[src/rtl/mant_mul_seq.sv]
// Sequential unsigned MANT_W x MANT_W mantissa multiplier (shift-add, one op in flight).
// Define MANT_MUL_RADIX4_EN to retire two multiplier bits per BUSY cycle using a precomputed 3M.
module mant_mul_seq #(
  parameter int MANT_W = 24
) (
  input  logic                  clk,
  input  logic                  reset,
  input  logic                  in_valid,
  output logic                  in_ready,
  input  logic [MANT_W-1:0]     a_mant,
  input  logic [MANT_W-1:0]     b_mant,
  output logic                  out_valid,
  input  logic                  out_ready,
  output logic [2*MANT_W-1:0]   prod,
  output logic                  ovf
);

  localparam int PW = 2 * MANT_W;
`ifdef MANT_MUL_RADIX4_EN
  localparam int STEP = 2;
`else
  localparam int STEP = 1;
`endif
  localparam int ITERS = MANT_W / STEP;
  localparam int CW    = (ITERS > 1) ? $clog2(ITERS) : 1;
  localparam int SW    = MANT_W + STEP;
  localparam logic [CW-1:0] LAST = CW'(ITERS - 1);

`ifdef MANT_MUL_RADIX4_EN
  if (MANT_W % 2 != 0) begin : g_odd_width
    $error("mant_mul_seq: MANT_W must be even when MANT_MUL_RADIX4_EN is defined");
  end
`endif

  typedef enum logic [1:0] {IDLE, BUSY, DONE} state_t;

  state_t              state_q, state_d;
  logic [MANT_W-1:0]   mcand_q, mcand_d;
  logic [MANT_W-1:0]   mplier_q, mplier_d;
  logic [PW-1:0]       acc_q, acc_d;
  logic [CW-1:0]       cnt_q, cnt_d;
  logic [PW-1:0]       prod_q, prod_d;
  logic                in_ready_q, in_ready_d;
  logic                out_valid_q, out_valid_d;

  logic [SW-1:0]       pp;
  logic [SW-1:0]       sum;
  logic [PW-1:0]       acc_next;

`ifdef MANT_MUL_RADIX4_EN
  logic [MANT_W+1:0]   m3_q, m3_d;

  always_comb begin
    case (mplier_q[1:0])
      2'd0:    pp = '0;
      2'd1:    pp = SW'(mcand_q);
      2'd2:    pp = SW'({mcand_q, 1'b0});
      default: pp = m3_q;
    endcase
  end
`else
  always_comb begin
    pp = mplier_q[0] ? SW'(mcand_q) : '0;
  end
`endif

  // Partial product lands on the upper half; the sum's low bits fall into the lower half on shift.
  always_comb begin
    sum      = SW'(acc_q[PW-1:MANT_W]) + pp;
    acc_next = {sum, acc_q[MANT_W-1:STEP]};
  end

  always_comb begin
    state_d  = state_q;
    mcand_d  = mcand_q;
    mplier_d = mplier_q;
    acc_d    = acc_q;
    cnt_d    = cnt_q;
    prod_d   = prod_q;
`ifdef MANT_MUL_RADIX4_EN
    m3_d     = m3_q;
`endif
    case (state_q)
      IDLE: begin
        if (in_valid) begin
          mcand_d  = a_mant;
          mplier_d = b_mant;
          acc_d    = '0;
          cnt_d    = '0;
`ifdef MANT_MUL_RADIX4_EN
          m3_d     = (MANT_W+2)'(a_mant) + (MANT_W+2)'({a_mant, 1'b0});
`endif
          if (a_mant == '0 || b_mant == '0) begin
            prod_d  = '0;
            state_d = DONE;
          end else begin
            state_d = BUSY;
          end
        end
      end
      BUSY: begin
        acc_d    = acc_next;
        mplier_d = mplier_q >> STEP;
        cnt_d    = cnt_q + CW'(1);
        if (cnt_q == LAST) begin
          cnt_d   = '0;
          prod_d  = acc_next;
          state_d = DONE;
        end
      end
      DONE: begin
        if (out_ready) state_d = IDLE;
      end
      default: state_d = IDLE;
    endcase
    in_ready_d  = (state_d == IDLE);
    out_valid_d = (state_d == DONE);
  end

  always_ff @(posedge clk or posedge reset) begin
    if (reset) begin
      state_q     <= IDLE;
      mcand_q     <= '0;
      mplier_q    <= '0;
      acc_q       <= '0;
      cnt_q       <= '0;
      prod_q      <= '0;
      in_ready_q  <= 1'b1;
      out_valid_q <= 1'b0;
`ifdef MANT_MUL_RADIX4_EN
      m3_q        <= '0;
`endif
    end else begin
      state_q     <= state_d;
      mcand_q     <= mcand_d;
      mplier_q    <= mplier_d;
      acc_q       <= acc_d;
      cnt_q       <= cnt_d;
      prod_q      <= prod_d;
      in_ready_q  <= in_ready_d;
      out_valid_q <= out_valid_d;
`ifdef MANT_MUL_RADIX4_EN
      m3_q        <= m3_d;
`endif
    end
  end

  assign in_ready  = in_ready_q;
  assign out_valid = out_valid_q;
  assign prod      = prod_q;
  assign ovf       = prod_q[PW-1];

endmodule

[config.mk]
export PLATFORM = sky130hd
export DESIGN_NAME = mant_mul_seq
export DESIGN_NICKNAME = d
export VERILOG_FILES = /design/src/rtl/mant_mul_seq.sv
export SDC_FILE = /design/constraint.sdc
export NUM_CORES = 1
export LEC_CHECK = 0
export BUFFER_PORTS_ARGS = -buffer_cell sky130_fd_sc_hd__buf_2
export CAP_MARGIN = 20
export CORE_AREA = 2 2 131 133
export CTS_BUF_LIST = sky130_fd_sc_hd__clkbuf_4 sky130_fd_sc_hd__clkbuf_8
export DETAILED_ROUTE_END_ITERATION = 6
export DIE_AREA = 0 0 133 135
export GPL_TIMING_DRIVEN = 0
export HOLD_SLACK_MARGIN = 0.02
export PLACE_DENSITY = 0.69
export SLEW_MARGIN = 20
export SYNTH_ARGS = -nofsm -noshare
export SYNTH_HDL_FRONTEND = slang
export SYNTH_SLANG_ARGS = --single-unit
export TNS_END_PERCENT = 20
[constraint.sdc]
create_clock -name clk -period 9.1 [get_ports clk]
set_clock_uncertainty 0.15 [all_clocks]
set_input_delay 0 -clock clk [delete_from_list [all_inputs] [get_ports clk]]
set_output_delay 0 -clock clk [all_outputs]
set_load 0.005 [all_outputs]
==> key figures <==
Logic synthesis
  • Post-synth net total: 817
  • Syn avg cell area: between 9 and 10 um2
  • Cells after Synth: 739
  • Dominant synthesized flop cell: dfrtp_1
  • Cell taking the most area after synthesis: dfrtp_1
  • Number of flops mapped to enable cells by yosys: 0
  • Post-synth top area share: roughly 52%
  • Count leader, synth: nand2_1
  • Synth Register Bits: 152
  • Yosys warnings: 0
  • Ranking of synthesized cells by area: dfrtp_1, nand2_1, ha_1
  • Synth top cells by count: nand2_1, dfrtp_1, o21ai_0
  • Post-Syn Area: 0.00728 mm2
  • Async SR Flop Fraction: 100%
  • Netlist cell types: 56
  • Register area share after synthesis: 52.2%

Outcome
  • Status: finished clean

Critical path
  • CP Data Required Time: 9310 ps
  • Slowest-stage cell, CP: dfrtp_1
  • Arrival time of the worst setup path: between 3000 and 4000 ps
  • Crit path largest cell delay: 510 ps
  • Worst R2R Start: mplier_q[0]
  • CP startpoint: mplier_q[0]
  • Register-to-Register Path Depth: 10
  • Worst setup SP type: flop
  • Crit path kind: reg -> reg
  • Crit Path Max Fanout: 10
  • Crit end category: flop
  • CP cell instances: clkbuf_1 > nand2_1 > fa_1 > nor2b_1 > o31a_1 > nand2b_4 > a41o_1 > a31oi_2 > xnor2_1 > a22o_1

Clock network
  • CTS HTree Levels: 4
  • CTS root buffer: clkbuf_8
  • Clk buf depth: 2
  • Post-CTS Setup Inserts: 0
  • Resize count post-CTS: 0
  • Worst skew pair latency: 470 ps
  • CTS tree: built
  • Clock slew at reported path FFs: ~90 ps
  • TritonCTS Buffers: 17
  • Clk sinks: 152

Route
  • Vias: 5,983
  • TritonRoute pass-1 iters: 5
  • Average wire per cell in the routed design: 15.7 um
  • Remaining antenna violation count: 0
  • DRC Markers: 0
  • Vias per cell: roughly 5.2
  • Total Wirelength: 18,000 um
  • DRT iter0 DRCs: 340

Power and ir drop
  • Worst vdd ir: around 110 uV
  • P_leak: 4.54 nW
  • Final total power: 2.69 mW
  • Pwr/cell area: 297 mW/mm2

Die
  • Initial Util: 44.4%
  • Std cell rows: 47
  • Die Wd: between 100 and 150 um
  • CORE AREA: 0.0164 mm2
  • Die height: approximately 140 um
  • Die area: 0.0180 mm2
  • Ports: 103

Worst hold path
  • Hold Crit Class: in -> reg
  • HP Start: a_mant[20]
  • Hold Crit Depth: 3

GRT
  • Vias in the first global route: 5,909
  • Grt total ovfl: 0
  • Initial antenna violation count: 0
  • Global-route wire length before repair: 29,500 um
  • Total Routing Usage GR: 20.9%
  • Largest net degree at the start of global routing: 87

Place
  • PortBufs: 102
  • DP Wirelength: between 10,000 and 15,000 um
  • Dpl cell area: about 0.008 mm2
  • Routability cong.: 0.884

Layout
  • Fill cells: 1,479
  • Final #Nets: ~990
  • Diode count: 0
  • Fraction of layout cells with a size suffix above 1: between 10% and 20%
  • Synth-to-Final Area Change: 24.4%
  • Design area: around 0.0091 mm2

STA
  • Min Tclk post-route: 3240 ps
  • RSZ-0062 raised after global routing: no
  • Final setup fails: 0
  • Slew margin rel.: 50.2%
  • Slew Limit Fails: 0
  • Max Freq: 309 MHz
  • Period utilisation layout: 35.6%
  • Setup TNS: 0 ps
  • Hold Violations, Final: 0
  • Worst-Margin Slew: 747 ps

Run
  • Max-Cap Viols: 0
==> area by class of cell <==
| type | count | area (um2) | area share, % |
|---|---|---|---|
| plain buffers | 39 | 159 | 1.75 |
| repair buffers | 157 | 1080 | 11.9 |
| flip-flops and latches | 152 | 3800 | 42.0 |
| multi-input cells | 538 | 3280 | 36.2 |
| well taps | 220 | 275 | 3.04 |
| inverters | 10 | 45.0 | 0.497 |
| clock inverters | 13 | 158 | 1.74 |
| clock buffers | 19 | 262 | 2.89 |
==> worst max-delay path: cells and delay by family, from the launching register on <==
family                     cells  cell delay (ps)
AOI/OAI and AO/OA              4              890
xor gates and xnor gates       1              190
adders and majority gates      1              470
buffers and inverters          1              350
DFF                            1              510
and+or+nand+nor                3              550
==> layer usage <==
| layer | wire length, um | vias to the layer above | global-route usage [%] | part of all wire, % |
|---|---|---|---|---|
| li1 | - | 2916 | - | - |
| met5 | 0 | - | 0 | 0 |
| met4 | 481 | 0 | 9.08 | 2.7 |
| met1 | 8420 | 2875 | 28.4 | 47 |
| met3 | 882 | 30 | 4.54 | 4.9 |
| met2 | 8200 | 162 | 32.4 | 46 |
==> cells in the final DEF, fill, tap and decap left out, drive strengths merged, types with 7 or more instances in the layout <==
| cell type | n |
|---|---|
| nand2 | 193 |
| dfrtp | 151 |
| buf | 113 |
| o21ai | 81 |
| dlygate4sd3 | 54 |
| clkbuf | 48 |
| and2 | 26 |
| ha | 25 |
| mux2 | 25 |
| a21oi | 24 |
| mux2i | 23 |
| nor2 | 21 |
| xnor2 | 17 |
| a22o | 16 |
| inv | 16 |
| nor4 | 12 |
| a21o | 8 |
| a31oi | 7 |
==> flip-flops by register name (all words and copies together), names as in the netlist <==
| name | flops |
|---|---|
| cnt_q | 5 |
| prod | 48 |
| out_valid | 1 |
| acc_q | 47 |
| in_ready | 1 |
| mcand_q | 24 |
| mplier_q | 24 |
| state_q | 2 |
==> power breakdown <==
part	leakage [nW]	switching, mW	internal [mW]
sequential	1.93	0.129	0.911
clock	0.204	0.278	0.266
combinational	2.41	0.644	0.464
==> path summary, 6_finish.rpt <==
check	end	slack, ps
worst max-delay path	acc_q[43]	5860
worst min-delay path	mcand_q[20]	160
worst max register to register	acc_q[43]	5860
worst min register to register	acc_q[22]	330
max in group asynchronous	mcand_q[13]	7470
min in group asynchronous	acc_q[17]	570
==> cell families after synthesis <==
| family | Yosys count | share of synthesized area (%) |
|---|---|---|
| AOI/OAI and AO/OA | 167 | 14.5 |
| xor gates and xnor gates | 22 | 2.65 |
| adders and majority gates | 26 | 4.57 |
| buffers and inverters | 49 | 2.70 |
| DFF | 152 | 52.2 |
| muxes | 48 | 7.03 |
| and+or+nand+nor | 275 | 16.4 |
==> timing repair <==
action                     4_1_cts  5_1_grt
hold endpoints to repair       204        0
setup endpoints to repair        0        0
hold buffers                    54        0
==> through the flow <==
step | cells | utilization, % | setup WS [ps] | hold slack (ps)
final | 1148 | 55.2 | 5860 | 163
after global routing | 1148 | 55.2 | 5660 | 136
after CTS | 1148 | 55.2 | 5860 | 134
after global placement | 1061 | 49.2 | 3110 | 99.9
after detailed placement | 1062 | 49.4 | 5880 | -75.2
after floorplan | 739 | - | 4860 | -33.2
(Power assumes the default switching activity.)
